<file path="src/rtl/snitch_icache_l0_refill_arb_pkg.sv">
// Shared types and width helpers for the L0 refill arbiter.
package snitch_icache_l0_refill_arb_pkg;

    function automatic int unsigned port_idw(input int unsigned nr_ports);
        return (nr_ports > 1) ? int'($clog2(nr_ports)) : 1;
    endfunction

    // Upstream ID is {port index, is_prefetch}.
    function automatic int unsigned id_width(input int unsigned nr_ports);
        return port_idw(nr_ports) + 1;
    endfunction

    localparam int unsigned RefillAw  = 32;
    localparam int unsigned RefillIdW = 3;

    typedef struct packed {
        logic [RefillAw-1:0]  addr;
        logic [RefillIdW-1:0] id;
    } refill_req_t;

    typedef enum logic [0:0] {StIdle, StLocked} lock_state_e;

endpackage

</file>
<file path="src/rtl/snitch_icache_l0_refill_arb_if.sv">
// Refill channel bundle: NR_PORTS L0-facing channels plus the single L1-facing channel.
interface snitch_icache_l0_refill_arb_if
    import snitch_icache_l0_refill_arb_pkg::*;
#(
    parameter int unsigned NR_PORTS   = 4,
    parameter int unsigned FETCH_AW   = 32,
    parameter int unsigned LINE_WIDTH = 128
);
    localparam int unsigned ID_W = id_width(NR_PORTS);

    logic [NR_PORTS-1:0][FETCH_AW-1:0]   in_req_addr;
    logic [NR_PORTS-1:0][ID_W-1:0]       in_req_id;
    logic [NR_PORTS-1:0]                 in_req_valid;
    logic [NR_PORTS-1:0]                 in_req_ready;
    logic [NR_PORTS-1:0][LINE_WIDTH-1:0] in_rsp_data;
    logic [NR_PORTS-1:0]                 in_rsp_error;
    logic [NR_PORTS-1:0][ID_W-1:0]       in_rsp_id;
    logic [NR_PORTS-1:0]                 in_rsp_valid;
    logic [NR_PORTS-1:0]                 in_rsp_ready;
    logic [FETCH_AW-1:0]                 out_req_addr;
    logic [ID_W-1:0]                     out_req_id;
    logic                                out_req_valid;
    logic                                out_req_ready;
    logic [LINE_WIDTH-1:0]               out_rsp_data;
    logic                                out_rsp_error;
    logic [ID_W-1:0]                     out_rsp_id;
    logic                                out_rsp_valid;
    logic                                out_rsp_ready;

    // master: the arbiter, which owns the upstream request; slave: L0s and L1 around it.
    modport master (
        input  in_req_addr, in_req_id, in_req_valid, in_rsp_ready,
        input  out_req_ready, out_rsp_data, out_rsp_error, out_rsp_id, out_rsp_valid,
        output in_req_ready, in_rsp_data, in_rsp_error, in_rsp_id, in_rsp_valid,
        output out_req_addr, out_req_id, out_req_valid, out_rsp_ready
    );

    modport slave (
        output in_req_addr, in_req_id, in_req_valid, in_rsp_ready,
        output out_req_ready, out_rsp_data, out_rsp_error, out_rsp_id, out_rsp_valid,
        input  in_req_ready, in_rsp_data, in_rsp_error, in_rsp_id, in_rsp_valid,
        input  out_req_addr, out_req_id, out_req_valid, out_rsp_ready
    );

endinterface

</file>
<file path="src/rtl/snitch_icache_rr_pick.sv">
// Round-robin first-one search: lowest set bit at or above ptr_i, else lowest set bit overall.
module snitch_icache_rr_pick #(
    parameter int unsigned NR_PORTS = 4,
    parameter int unsigned IDX_W    = 2
) (
    input  logic [NR_PORTS-1:0] req_i,
    input  logic [IDX_W-1:0]    ptr_i,
    output logic [IDX_W-1:0]    idx_o,
    output logic                valid_o
);

    logic [NR_PORTS-1:0] masked;

    function automatic logic [IDX_W-1:0] first_one(input logic [NR_PORTS-1:0] v);
        logic [IDX_W-1:0] idx;
        idx = '0;
        for (int i = NR_PORTS - 1; i >= 0; i--) begin
            if (v[i]) idx = IDX_W'(i);
        end
        return idx;
    endfunction

    always_comb begin
        masked = '0;
        for (int unsigned i = 0; i < NR_PORTS; i++) begin
            masked[i] = req_i[i] && (IDX_W'(i) >= ptr_i);
        end
    end

    assign idx_o   = (|masked) ? first_one(masked) : first_one(req_i);
    assign valid_o = |req_i;

endmodule

</file>
<file path="src/rtl/snitch_icache_l0_refill_arb.sv">
// Shares the L1 refill channel among NR_PORTS L0 caches: demand-over-prefetch round-robin,
// grant lock until handshake, per-port outstanding limit and ID-based response routing.
module snitch_icache_l0_refill_arb
    import snitch_icache_l0_refill_arb_pkg::*;
#(
    parameter int unsigned NR_PORTS        = 4,
    parameter int unsigned FETCH_AW        = 32,
    parameter int unsigned LINE_WIDTH      = 128,
    parameter int unsigned MAX_OUTSTANDING = 2
) (
    input  logic                          clk_i,
    input  logic                          rst_ni,
    snitch_icache_l0_refill_arb_if.master bus,
    output logic                          bad_id_o
);

    localparam int unsigned PORT_IDW = port_idw(NR_PORTS);
    localparam int unsigned ID_W     = id_width(NR_PORTS);
    localparam int unsigned CNT_W    = $clog2(MAX_OUTSTANDING + 1);
    localparam logic [CNT_W-1:0] MaxOut = CNT_W'(MAX_OUTSTANDING);

    lock_state_e state_q, state_d;
    logic [PORT_IDW-1:0] rr_ptr_q, rr_ptr_d, locked_idx_q, locked_idx_d;
    logic [PORT_IDW-1:0] dem_idx, pf_idx, gnt_idx;
    logic dem_valid, pf_valid, req_hs;
    logic [NR_PORTS-1:0] eligible, demand_mask, prefetch_mask;
    logic [NR_PORTS-1:0] req_hs_vec, rsp_hs_vec;
    logic [NR_PORTS-1:0][CNT_W-1:0] cnt_q, cnt_d;
    logic [FETCH_AW-1:0] gnt_addr;
    logic [LINE_WIDTH-1:0] rsp_data;
    logic [PORT_IDW-1:0] rsp_port;
    logic rsp_bad, bad_id_q, bad_id_d;

    always_comb begin
        eligible      = '0;
        demand_mask   = '0;
        prefetch_mask = '0;
        for (int unsigned i = 0; i < NR_PORTS; i++) begin
            eligible[i]      = bus.in_req_valid[i] && (cnt_q[i] < MaxOut);
            demand_mask[i]   = eligible[i] && !bus.in_req_id[i][0];
            prefetch_mask[i] = eligible[i] && bus.in_req_id[i][0];
        end
    end

    snitch_icache_rr_pick #(
        .NR_PORTS (NR_PORTS),
        .IDX_W    (PORT_IDW)
    ) i_pick_demand (
        .req_i   (demand_mask),
        .ptr_i   (rr_ptr_q),
        .idx_o   (dem_idx),
        .valid_o (dem_valid)
    );

    snitch_icache_rr_pick #(
        .NR_PORTS (NR_PORTS),
        .IDX_W    (PORT_IDW)
    ) i_pick_prefetch (
        .req_i   (prefetch_mask),
        .ptr_i   (rr_ptr_q),
        .idx_o   (pf_idx),
        .valid_o (pf_valid)
    );

    // While locked the L0 holds addr/ID stable, so the old grant is simply replayed.
    assign gnt_idx          = (state_q == StLocked) ? locked_idx_q : (dem_valid ? dem_idx : pf_idx);
    assign bus.out_req_valid = (state_q == StLocked) || dem_valid || pf_valid;
    assign gnt_addr         = bus.in_req_addr[gnt_idx];
    assign bus.out_req_addr = gnt_addr;
    assign bus.out_req_id   = {gnt_idx, bus.in_req_id[gnt_idx][0]};
    assign req_hs           = bus.out_req_valid && bus.out_req_ready;

    always_comb begin
        bus.in_req_ready = '0;
        if (bus.out_req_valid) bus.in_req_ready[gnt_idx] = bus.out_req_ready;
    end

    always_comb begin
        state_d      = state_q;
        locked_idx_d = locked_idx_q;
        rr_ptr_d     = rr_ptr_q;
        unique case (state_q)
            StIdle: begin
                if (bus.out_req_valid && !bus.out_req_ready) begin
                    state_d      = StLocked;
                    locked_idx_d = gnt_idx;
                end
            end
            StLocked: begin
                if (bus.out_req_ready) state_d = StIdle;
            end
            default: state_d = StIdle;
        endcase
        if (req_hs) begin
            rr_ptr_d = (gnt_idx == PORT_IDW'(NR_PORTS - 1)) ? '0 : gnt_idx + 1'b1;
        end
    end

    // Responses: route by the port index in the ID; out-of-range indices are swallowed.
    assign rsp_port = bus.out_rsp_id[ID_W-1:1];
    assign rsp_bad  = {1'b0, rsp_port} >= (PORT_IDW + 1)'(NR_PORTS);
    assign rsp_data = bus.out_rsp_data;

    always_comb begin
        bus.out_rsp_ready = rsp_bad;
        for (int unsigned i = 0; i < NR_PORTS; i++) begin
            bus.in_rsp_data[i]  = rsp_data;
            bus.in_rsp_error[i] = bus.out_rsp_error;
            bus.in_rsp_id[i]    = bus.out_rsp_id;
            bus.in_rsp_valid[i] = bus.out_rsp_valid && !rsp_bad && (rsp_port == PORT_IDW'(i));
            if (rsp_port == PORT_IDW'(i)) begin
                bus.out_rsp_ready = bus.out_rsp_ready | bus.in_rsp_ready[i];
            end
        end
    end

    always_comb begin
        cnt_d      = cnt_q;
        req_hs_vec = '0;
        rsp_hs_vec = '0;
        for (int unsigned i = 0; i < NR_PORTS; i++) begin
            req_hs_vec[i] = bus.in_req_valid[i] && bus.in_req_ready[i];
            rsp_hs_vec[i] = bus.in_rsp_valid[i] && bus.in_rsp_ready[i];
            if (req_hs_vec[i] && !rsp_hs_vec[i]) begin
                cnt_d[i] = cnt_q[i] + 1'b1;
            end else if (rsp_hs_vec[i] && !req_hs_vec[i]) begin
                cnt_d[i] = cnt_q[i] - 1'b1;
            end
        end
    end

    assign bad_id_d = bad_id_q || (bus.out_rsp_valid && rsp_bad);
    assign bad_id_o = bad_id_q;

    always_ff @(posedge clk_i or negedge rst_ni) begin
        if (!rst_ni) begin
            state_q      <= StIdle;
            locked_idx_q <= '0;
            rr_ptr_q     <= '0;
            cnt_q        <= '0;
            bad_id_q     <= 1'b0;
        end else begin
            state_q      <= state_d;
            locked_idx_q <= locked_idx_d;
            rr_ptr_q     <= rr_ptr_d;
            cnt_q        <= cnt_d;
            bad_id_q     <= bad_id_d;
        end
    end

    // L0 must hold its request until the locked grant completes.
    a_lock_hold: assert property (@(posedge clk_i) disable iff (!rst_ni)
        (state_q == StLocked) |-> bus.in_req_valid[locked_idx_q]);

    for (genvar i = 0; i < NR_PORTS; i++) begin : gen_cnt_chk
        a_no_overflow: assert property (@(posedge clk_i) disable iff (!rst_ni)
            (cnt_q[i] == MaxOut) |-> !(req_hs_vec[i] && !rsp_hs_vec[i]));
        a_no_underflow: assert property (@(posedge clk_i) disable iff (!rst_ni)
            (cnt_q[i] == '0) |-> !(rsp_hs_vec[i] && !req_hs_vec[i]));
    end

endmodule

</file>
<file path="src/flat_wrapper.sv">
// flat-port wrapper written by rule: the top's interface ports become plain ports
module snitch_icache_l0_refill_arb_flat import snitch_icache_l0_refill_arb_pkg::*;
#(
    parameter int unsigned NR_PORTS        = 4,
    parameter int unsigned FETCH_AW        = 32,
    parameter int unsigned LINE_WIDTH      = 128,
    parameter int unsigned MAX_OUTSTANDING = 2
)
  (clk_i, rst_ni, bad_id_o, bus_in_req_addr, bus_in_req_id, bus_in_req_valid, bus_in_rsp_ready, bus_out_req_ready, bus_out_rsp_data, bus_out_rsp_error, bus_out_rsp_id, bus_out_rsp_valid, bus_in_req_ready, bus_in_rsp_data, bus_in_rsp_error, bus_in_rsp_id, bus_in_rsp_valid, bus_out_req_addr, bus_out_req_id, bus_out_req_valid, bus_out_rsp_ready);
  snitch_icache_l0_refill_arb_if #(.NR_PORTS(NR_PORTS), .FETCH_AW(FETCH_AW), .LINE_WIDTH(LINE_WIDTH)) bus_i ();
  input  logic clk_i;
  input  logic rst_ni;
  output logic bad_id_o;
  input wire logic [$bits(bus_i.in_req_addr)-1:0] bus_in_req_addr;
  input wire logic [$bits(bus_i.in_req_id)-1:0] bus_in_req_id;
  input wire logic [$bits(bus_i.in_req_valid)-1:0] bus_in_req_valid;
  input wire logic [$bits(bus_i.in_rsp_ready)-1:0] bus_in_rsp_ready;
  input wire logic [$bits(bus_i.out_req_ready)-1:0] bus_out_req_ready;
  input wire logic [$bits(bus_i.out_rsp_data)-1:0] bus_out_rsp_data;
  input wire logic [$bits(bus_i.out_rsp_error)-1:0] bus_out_rsp_error;
  input wire logic [$bits(bus_i.out_rsp_id)-1:0] bus_out_rsp_id;
  input wire logic [$bits(bus_i.out_rsp_valid)-1:0] bus_out_rsp_valid;
  output wire logic [$bits(bus_i.in_req_ready)-1:0] bus_in_req_ready;
  output wire logic [$bits(bus_i.in_rsp_data)-1:0] bus_in_rsp_data;
  output wire logic [$bits(bus_i.in_rsp_error)-1:0] bus_in_rsp_error;
  output wire logic [$bits(bus_i.in_rsp_id)-1:0] bus_in_rsp_id;
  output wire logic [$bits(bus_i.in_rsp_valid)-1:0] bus_in_rsp_valid;
  output wire logic [$bits(bus_i.out_req_addr)-1:0] bus_out_req_addr;
  output wire logic [$bits(bus_i.out_req_id)-1:0] bus_out_req_id;
  output wire logic [$bits(bus_i.out_req_valid)-1:0] bus_out_req_valid;
  output wire logic [$bits(bus_i.out_rsp_ready)-1:0] bus_out_rsp_ready;
  assign bus_i.in_req_addr = bus_in_req_addr;
  assign bus_i.in_req_id = bus_in_req_id;
  assign bus_i.in_req_valid = bus_in_req_valid;
  assign bus_i.in_rsp_ready = bus_in_rsp_ready;
  assign bus_i.out_req_ready = bus_out_req_ready;
  assign bus_i.out_rsp_data = bus_out_rsp_data;
  assign bus_i.out_rsp_error = bus_out_rsp_error;
  assign bus_i.out_rsp_id = bus_out_rsp_id;
  assign bus_i.out_rsp_valid = bus_out_rsp_valid;
  assign bus_in_req_ready = bus_i.in_req_ready;
  assign bus_in_rsp_data = bus_i.in_rsp_data;
  assign bus_in_rsp_error = bus_i.in_rsp_error;
  assign bus_in_rsp_id = bus_i.in_rsp_id;
  assign bus_in_rsp_valid = bus_i.in_rsp_valid;
  assign bus_out_req_addr = bus_i.out_req_addr;
  assign bus_out_req_id = bus_i.out_req_id;
  assign bus_out_req_valid = bus_i.out_req_valid;
  assign bus_out_rsp_ready = bus_i.out_rsp_ready;
  snitch_icache_l0_refill_arb #(.NR_PORTS(NR_PORTS), .FETCH_AW(FETCH_AW), .LINE_WIDTH(LINE_WIDTH), .MAX_OUTSTANDING(MAX_OUTSTANDING)) u_core (.clk_i(clk_i), .rst_ni(rst_ni), .bus(bus_i), .bad_id_o(bad_id_o));
endmodule
</file>
<file path="config.mk">
export PLATFORM = sky130hd
export DESIGN_NAME = snitch_icache_l0_refill_arb_flat
export DESIGN_NICKNAME = d
export VERILOG_FILES = /design/src/rtl/snitch_icache_l0_refill_arb_pkg.sv /design/src/rtl/snitch_icache_l0_refill_arb_if.sv /design/src/rtl/snitch_icache_rr_pick.sv /design/src/rtl/snitch_icache_l0_refill_arb.sv /design/src/flat_wrapper.sv
export SDC_FILE = /design/constraint.sdc
export NUM_CORES = 1
export LEC_CHECK = 0
export ABC_AREA = 0
export BUFFER_PORTS_ARGS = -buffer_cell sky130_fd_sc_hd__buf_2
export CAP_MARGIN = 20
export CELL_PAD_IN_SITES_DETAIL_PLACEMENT = 1
export CELL_PAD_IN_SITES_GLOBAL_PLACEMENT = 2
export CORE_AREA = 5 5 333 335
export CTS_BUF_LIST = sky130_fd_sc_hd__clkbuf_16
export CTS_CLUSTER_SIZE = 8
export DETAILED_ROUTE_END_ITERATION = 8
export DIE_AREA = 0 0 338 340
export PLACE_DENSITY_LB_ADDON = 0.1
export SLEW_MARGIN = 10
export SYNTH_ARGS = -nofsm -noshare
export SYNTH_HDL_FRONTEND = slang
export SYNTH_HIERARCHICAL = 1
export SYNTH_SLANG_ARGS = --single-unit
</file>
<file path="constraint.sdc">
create_clock -name clk_i -period 5.1 [get_ports clk_i]
set_input_delay 0 -clock clk_i [delete_from_list [all_inputs] [get_ports clk_i]]
set_output_delay 0 -clock clk_i [all_outputs]
set_load 0.01 [all_outputs]
</file>
==> results of run 1 <==
-- cells in the mapped netlist --
| cell | instances | area [sq um] |
|---|---|---|
| xor2_1 | 8 | 70.1 |
| o21ai_0 | 1 | 5.00 |
| and3_1 | 5 | 31.3 |
| nor3b_1 | 7 | 52.6 |
| inv_1 | 2 | 7.51 |
| dfrtp_1 | 13 | 325 |
| mux2i_1 | 3 | 30.0 |
| nand3b_1 | 1 | 7.51 |
| mux2_4 | 19 | 285 |
| conb_1 | 1 | 3.75 |
| or3_1 | 1 | 6.26 |
| o21a_1 | 1 | 7.51 |
| a21o_1 | 1 | 7.51 |
| nand2b_1 | 4 | 25.0 |
| a21oi_1 | 3 | 15.0 |
| xnor2_1 | 4 | 35.0 |
| buf_4 | 529 | 3970 |
| and2_1 | 4 | 25.0 |
| and3b_1 | 5 | 43.8 |
| buf_2 | 8 | 40.0 |
| a22o_1 | 1 | 8.76 |
| clkinv_1 | 1 | 3.75 |
| nor2_1 | 15 | 56.3 |
| a211oi_2 | 2 | 25.0 |
| a211oi_1 | 2 | 15.0 |
| mux2_2 | 116 | 1310 |
| ha_1 | 8 | 100 |
| nor2b_1 | 1 | 6.26 |
| nand2_1 | 13 | 48.8 |
| mux4_2 | 34 | 766 |
| o31ai_1 | 2 | 15.0 |
| buf_6 | 4 | 45.0 |
| clkbuf_1 | 13 | 48.8 |
-- flip-flops by register name, summed over array words and instances, names as in the netlist --
name / count
u_core/state_q: 1
u_core/locked_idx_q: 2
u_core/cnt_q: 8
u_core/rr_ptr_q: 2
-- per-layer routing --
metal / wire length [um] / GRT usage / vias up
met5: 55 / 0 / -
met4: 1540 / 0.0218 / 8
met3: 2760 / 0.0191 / 163
met2: 11400 / 0.0670 / 273
met1: 8400 / 0.0384 / 1652
li1: - / - / 1555
-- worst max-delay path by stage --
stage                                      end  slack [ns]             from
final                     bus_out_req_addr[17]        1.50  u_core/cnt_q[7]
after global routing      bus_out_req_addr[17]        1.07  u_core/cnt_q[7]
after CTS                  bus_out_req_addr[4]        1.26  u_core/cnt_q[7]
after detailed placement   bus_out_req_addr[4]        1.56  u_core/cnt_q[7]
after global placement    bus_out_req_addr[23]        1.43  u_core/cnt_q[7]
after floorplan                u_core/cnt_q[7]        1.93  u_core/cnt_q[7]
-- repair_timing --
action / CTS / global route
endpoints found under the hold margin: 13 / 0
hold buffers: 1 / 0
setup endpoints to repair: 0 / 0
-- area by class of cell --
type,count,area [sq um],share of cell area
inverter,3,11.3,0.00180
clock inverter,1,3.75,0.000600
tap,1414,1770,0.283
antenna,8,20.0,0.00320
multi-input combinational,262,3010,0.480
timing repair buffer,203,1040,0.167
clock buffer,3,75.1,0.0120
sequential,13,329,0.0526
-- per-stage QoR --
stage	util	hold WS, ns
floorplan	-	-0.296
global placement	0.0570	-0.0239
detailed placement	0.0570	-0.0329
CTS	0.0579	0.000164
global route	0.0579	0.0000366
finish	0.0580	0.00000260
-- where the power goes --
| group | switching, W | internal (W) |
|---|---|---|
| clock | 0.0000533 | 0.000104 |
| sequential | 0.000106 | 0.000155 |
| combinational | 0.000803 | 0.000906 |
| total | 0.000962 | 0.00116 |
-- cells by family after synthesis --
kind of cell | synth area share
adder cells (fa/ha/maj) | 0.0135
buffers and inverters | 0.553
multiplexers | 0.321
other | 0.000504
AO/OA/AOI/OAI | 0.0133
XOR/XNOR | 0.0141
flip-flops | 0.0437
AND/OR/NAND/NOR | 0.0407
-- critical path: stages (launching register included) --
cell,delay [ns]
dfrtp_1,0.40
nor3b_1,0.48
nor2_1,0.15
nand2_1,0.28
mux2i_1,0.27
o21a_4,0.28
buf_4,0.64
mux4_2,0.60
buf_2,0.17
==> results.json, run 1 <==
{
  "cts_sinks": 13,
  "clk_latency_ns": 0.25,
  "cts_post_setup_buffers_inserted": 0,
  "maxSlewViolCount": 0,
  "die_w_um": 338,
  "post-place-ws_ns": 1.56,
  "htreeDepth": 1,
  "min_path_cells": 0,
  "seq_area_frac_synth": 0.0437,
  "first_pass_iters": 4,
  "grt_overflow": 0,
  "setup_slack_ns": 1.50,
  "design_area_sq_um": 6260,
  "tns_ns": 0,
  "routed_wl_mm": 24.1,
  "ios": 858,
  "setup_viol": 0,
  "ctsResizeCount": 0,
  "whs_endpoint": "bus_in_rsp_data[272]",
  "hp-start": "bus_out_rsp_data[16]",
  "leakagePower_nw": 2.15,
  "power_density_nw_per_um2": 340,
  "vdd_drop_max_v": 0.000243,
  "drt_iter0_drc": 76,
  "grt_pass1_vias": 4416,
  "core_sq_um": 108000,
  "synth.avg_cell_area_sq_um": 8.94,
  "startpoint_type": "flop",
  "final_common_cell": "buf_2",
  "clock.fmax_mhz": 278,
  "dp_cells": 1894,
  "gp_congestion": 0.586,
  "crit_type": "reg -> out",
  "synth-warning-count": 6,
  "vias": 3651,
  "syn_nets": 1124,
  "vias_per_cell": 1.91,
  "antenna_found_initial": 12,
  "dp_hpwl_mm": 19.6,
  "hold_viol": 0,
  "portBuffers": 198,
  "final_cells": 1907,
  "area_growth_pct": -15.9,
  "fin_nets": 778,
  "rr_startpoint": "u_core/cnt_q[7]",
  "clk_path_buf_depth": 2,
  "grt_max_degree": 68,
  "reg2reg_slack_ns": 1.77,
  "mappedNetlistArea_sq_um": 7440,
  "hp-class": "in -> out",
  "mostFrequentLayoutCells": "buf_2 (198), mux2_2 (116), mux4_2 (34)",
  "grt_pass1_wl_mm": 33.1,
  "clockRootBuffer": "clkbuf_16",
  "end_kind": "primary output",
  "status": "complete, no violations",
  "cts-buffers-inserted": 3,
  "dieArea_sq_um": 115000,
  "ys_types": 33,
  "drtAntennaViolNets": 0,
  "layout-drive-gt1-share": 0.781,
  "synthesis.instances": 832,
  "drcViolationCount": 0,
  "grt_usage": 0.0390,
  "r2r-end": "u_core/cnt_q[3]",
  "fin_crit_ns": 3.60,
  "post-route-period-util": 0.705,
  "die_y_um": 340,
  "initial_core_util": 0.0690,
  "r2r_cells": 12,
  "crit_path_max_fanout": 28,
  "rsz0062_at_grt": "no",
  "fin_skew_ns": 0.00586,
  "max-slew-margin-rel": 0.474,
  "cts_tree": "done",
  "max_cap_viol_count": 0,
  "path_clk_slew_ns": 0.06,
  "routedWlPerCell_um": 12.6,
  "p_total_w": 0.00213,
  "ys_ff_latch": 13,
  "placed_cell_area_sq_um": 6150,
  "critical_path_arrival_ns": 3.60,
  "row_count": 121,
  "required_ns": 5.10,
  "nFillCells": 12900,
  "worst_pin_slew_ns": 0.789
}
(Power assumes the default switching activity.)
==> run 2, diff against run 1 <==
--- a/config.mk
+++ b/config.mk
@@ -10,11 +10,11 @@
 export CAP_MARGIN = 20
 export CELL_PAD_IN_SITES_DETAIL_PLACEMENT = 1
 export CELL_PAD_IN_SITES_GLOBAL_PLACEMENT = 2
-export CORE_AREA = 5 5 333 335
+export CORE_AREA = 5 5 334 336
 export CTS_BUF_LIST = sky130_fd_sc_hd__clkbuf_16
 export CTS_CLUSTER_SIZE = 8
 export DETAILED_ROUTE_END_ITERATION = 8
-export DIE_AREA = 0 0 338 340
+export DIE_AREA = 0 0 339 341
 export PLACE_DENSITY_LB_ADDON = 0.1
 export SLEW_MARGIN = 10
 export SYNTH_ARGS = -nofsm -noshare
==> constraint.sdc (replaced) <==
create_clock -name clk_i -period 3 [get_ports clk_i]
set_input_delay 0 -clock clk_i [delete_from_list [all_inputs] [get_ports clk_i]]
set_output_delay 0 -clock clk_i [all_outputs]
set_load 0.01 [all_outputs]
==> run 2 against run 1 <==
Sequential power is 48% higher. Die area is 0.59% higher. Largest power group unchanged. Hold slack hardly changed. First-iteration DRC count is 41% lower. Routed wire length is 6.2% higher. Clock skew is 0.0036 ns lower. Cell count is 1.3% higher. Sequential share of layout area is 0.31 points lower. Critical endpoint is now bus_out_req_addr[28]. Power is 93% higher. Count of clock-buffer cells in the layout stayed put. Via count is 1.6% higher. Combinational power is 100% higher.
==> results.json, run 2 (synthesis gave the netlist of run 1 again) <==
{
  "crit_type": "reg -> out",
  "mostFrequentLayoutCells": "buf_2 (194), mux2_2 (116), mux4_2 (34)",
  "post-place-ws_ns": 0.0628,
  "required_ns": 3.00,
  "tns_ns": 0,
  "die_y_um": 341,
  "rr_startpoint": "u_core/cnt_q[7]",
  "vias_per_cell": 1.92,
  "worst_pin_slew_ns": 0.606,
  "clk_path_buf_depth": 2,
  "maxSlewViolCount": 0,
  "top_register": "u_core/cnt_q",
  "core_sq_um": 108000,
  "cts-buffers-inserted": 3,
  "fin_nets": 807,
  "clockRootBuffer": "clkbuf_16",
  "final_util": 0.0617,
  "drcViolationCount": 0,
  "grt_pass1_wl_mm": 35.1,
  "portBuffers": 198,
  "final_cells": 1931,
  "clkPwrFrac": 0.069,
  "row_count": 121,
  "vdd_drop_max_v": 0.000219,
  "gp_congestion": 0.593,
  "fin_skew_ns": 0.00229,
  "crit_start": "u_core/cnt_q[3]",
  "grt_pass1_vias": 4506,
  "leakagePower_nw": 2.35,
  "routedWlPerCell_um": 13.3,
  "reg2reg_slack_ns": 0.15,
  "cts_sinks": 13,
  "layout-drive-gt1-share": 0.839,
  "grt_usage": 0.0413,
  "antenna_found_initial": 7,
  "hp-start": "bus_out_rsp_data[95]",
  "area_growth_pct": -10.3,
  "p_seq_frac": 0.094,
  "regArea_sq_um": 330,
  "hp-class": "in -> out",
  "fin_crit_ns": 2.93,
  "hold_viol": 0,
  "initial_core_util": 0.0687,
  "ios": 858,
  "dp_cells": 1918,
  "rsz0062_at_grt": "yes",
  "die_w_um": 339,
  "power_density_nw_per_um2": 614,
  "grt_overflow": 0,
  "end_kind": "primary output",
  "status": "complete, no violations",
  "grt_max_degree": 68,
  "r2r_cells": 13,
  "r2r-end": "u_core/cnt_q[5]",
  "final_common_cell": "buf_2",
  "clk_latency_ns": 0.26,
  "routed_wl_mm": 25.6,
  "largest_reg_flops": 8,
  "path_clk_slew_ns": 0.05,
  "cts_tree": "done",
  "first_pass_iters": 4,
  "setup_slack_ns": 0.0653,
  "crit_path_max_fanout": 6,
  "max-slew-margin-rel": 0.596,
  "post-route-period-util": 0.978,
  "swShare": 0.437,
  "holdWs_ns": 0.00000582,
  "cp-endpoint": "bus_out_req_addr[28]",
  "critical_path_arrival_ns": 2.93,
  "multiInputGateArea_sq_um": 3090,
  "max_cap_viol_count": 0,
  "dieArea_sq_um": 116000,
  "clock.fmax_mhz": 341,
  "htreeDepth": 1,
  "p_comb_frac": 0.837,
  "setup_viol": 0,
  "dp_hpwl_mm": 20.7,
  "p_int_w": 0.00231,
  "drt_iter0_drc": 45,
  "top_regs": "u_core/cnt_q (8), u_core/locked_idx_q (2), u_core/rr_ptr_q (2)",
  "vias": 3710,
  "nFillCells": 12800,
  "drtAntennaViolNets": 0,
  "switchingPower_w": 0.00179,
  "startpoint_type": "flop"
}
## run 2: changes by cell type in the layout (fill, tap and decap cells not counted), sizes merged
| cell | delta |
|---|---|
| clkinv | +1 |
| inv | -1 |
| diode | -5 |
| buf | +27 |
| clkbuf | +2 |
## run 2: power groups by stage
| stage | Clock [W] | Sequential [W] | Combinational [W] |
|---|---|---|---|
| 3_5_place_dp | 0 | 0.000384 | 0.00336 |
| 5_1_grt | 0.000315 | 0.000402 | 0.00379 |
| 2_1_floorplan | 0 | 0.000335 | 0.00284 |
| 4_1_cts | 0.000306 | 0.000387 | 0.00355 |
| 3_3_place_gp | 0 | 0.000390 | 0.00343 |
| 6_report | 0.000283 | 0.000386 | 0.00343 |
## run 2: per-stage QoR
step	area [sq um]	total power, W
CTS	6580	0.00424
global placement	6380	0.00382
finish	6680	0.00410
global route	6670	0.00451
floorplan	7460	0.00317
detailed placement	6380	0.00375
## run 2: timing repair
action | CTS | global route
gates resized for setup | 18 | 22
gates cloned | 1 | 1
hold endpoints to repair | 13 | 0
hold buffers | 1 | 0
pin swaps | 0 | 8
setup endpoints to repair | 26 | 34
setup buffers | 1 | 3
## run 2: metal layers
layer  wire length (um)  GRT usage  share of wire  vias to the layer above
met2              12900     0.0754           0.51                      253
met1               9040     0.0414           0.35                     1678
met3               2140     0.0145          0.084                      166
met4               1450     0.0219          0.057                        4
li1                   -          -              -                     1609
met5                 21          0        0.00082                        -
## run 2: final cells by class
cell class                      instances  area share
Clock inverter                          1    0.000750
Multi-Input combinational cell        262       0.462
Timing Repair Buffer                  232       0.208
Inverter                                3     0.00169
Tap cell                             1414       0.265
Antenna cell                            3     0.00112
Sequential cell                        13      0.0495
Clock buffer                            3      0.0112
## run 2: worst min-delay path by stage
stage / end / slack (ns) / cells past startpoint
6_report: bus_in_rsp_data[479] / 0.000006 / 0
5_1_grt: bus_in_rsp_data[364] / 0.00003 / 0
4_1_cts: bus_in_rsp_data[122] / 0.0002 / 0
3_5_place_dp: u_core/cnt_q[6] / -0.01 / 1
3_3_place_gp: u_core/cnt_q[6] / -0.02 / 1
2_1_floorplan: u_core/cnt_q[0] / -0.30 / 0
## run 2: worst max-delay path, stage by stage (launching register included)
cell and delay (ns):
dfrtp_1 0.41, nor3b_4 0.27, nor3b_2 0.08, a211oi_2 0.21, nor2_1 0.06, mux2_4 0.31
buf_12 0.16, clkbuf_16 0.18, mux2_4 0.30, mux4_2 0.53, buf_6 0.15
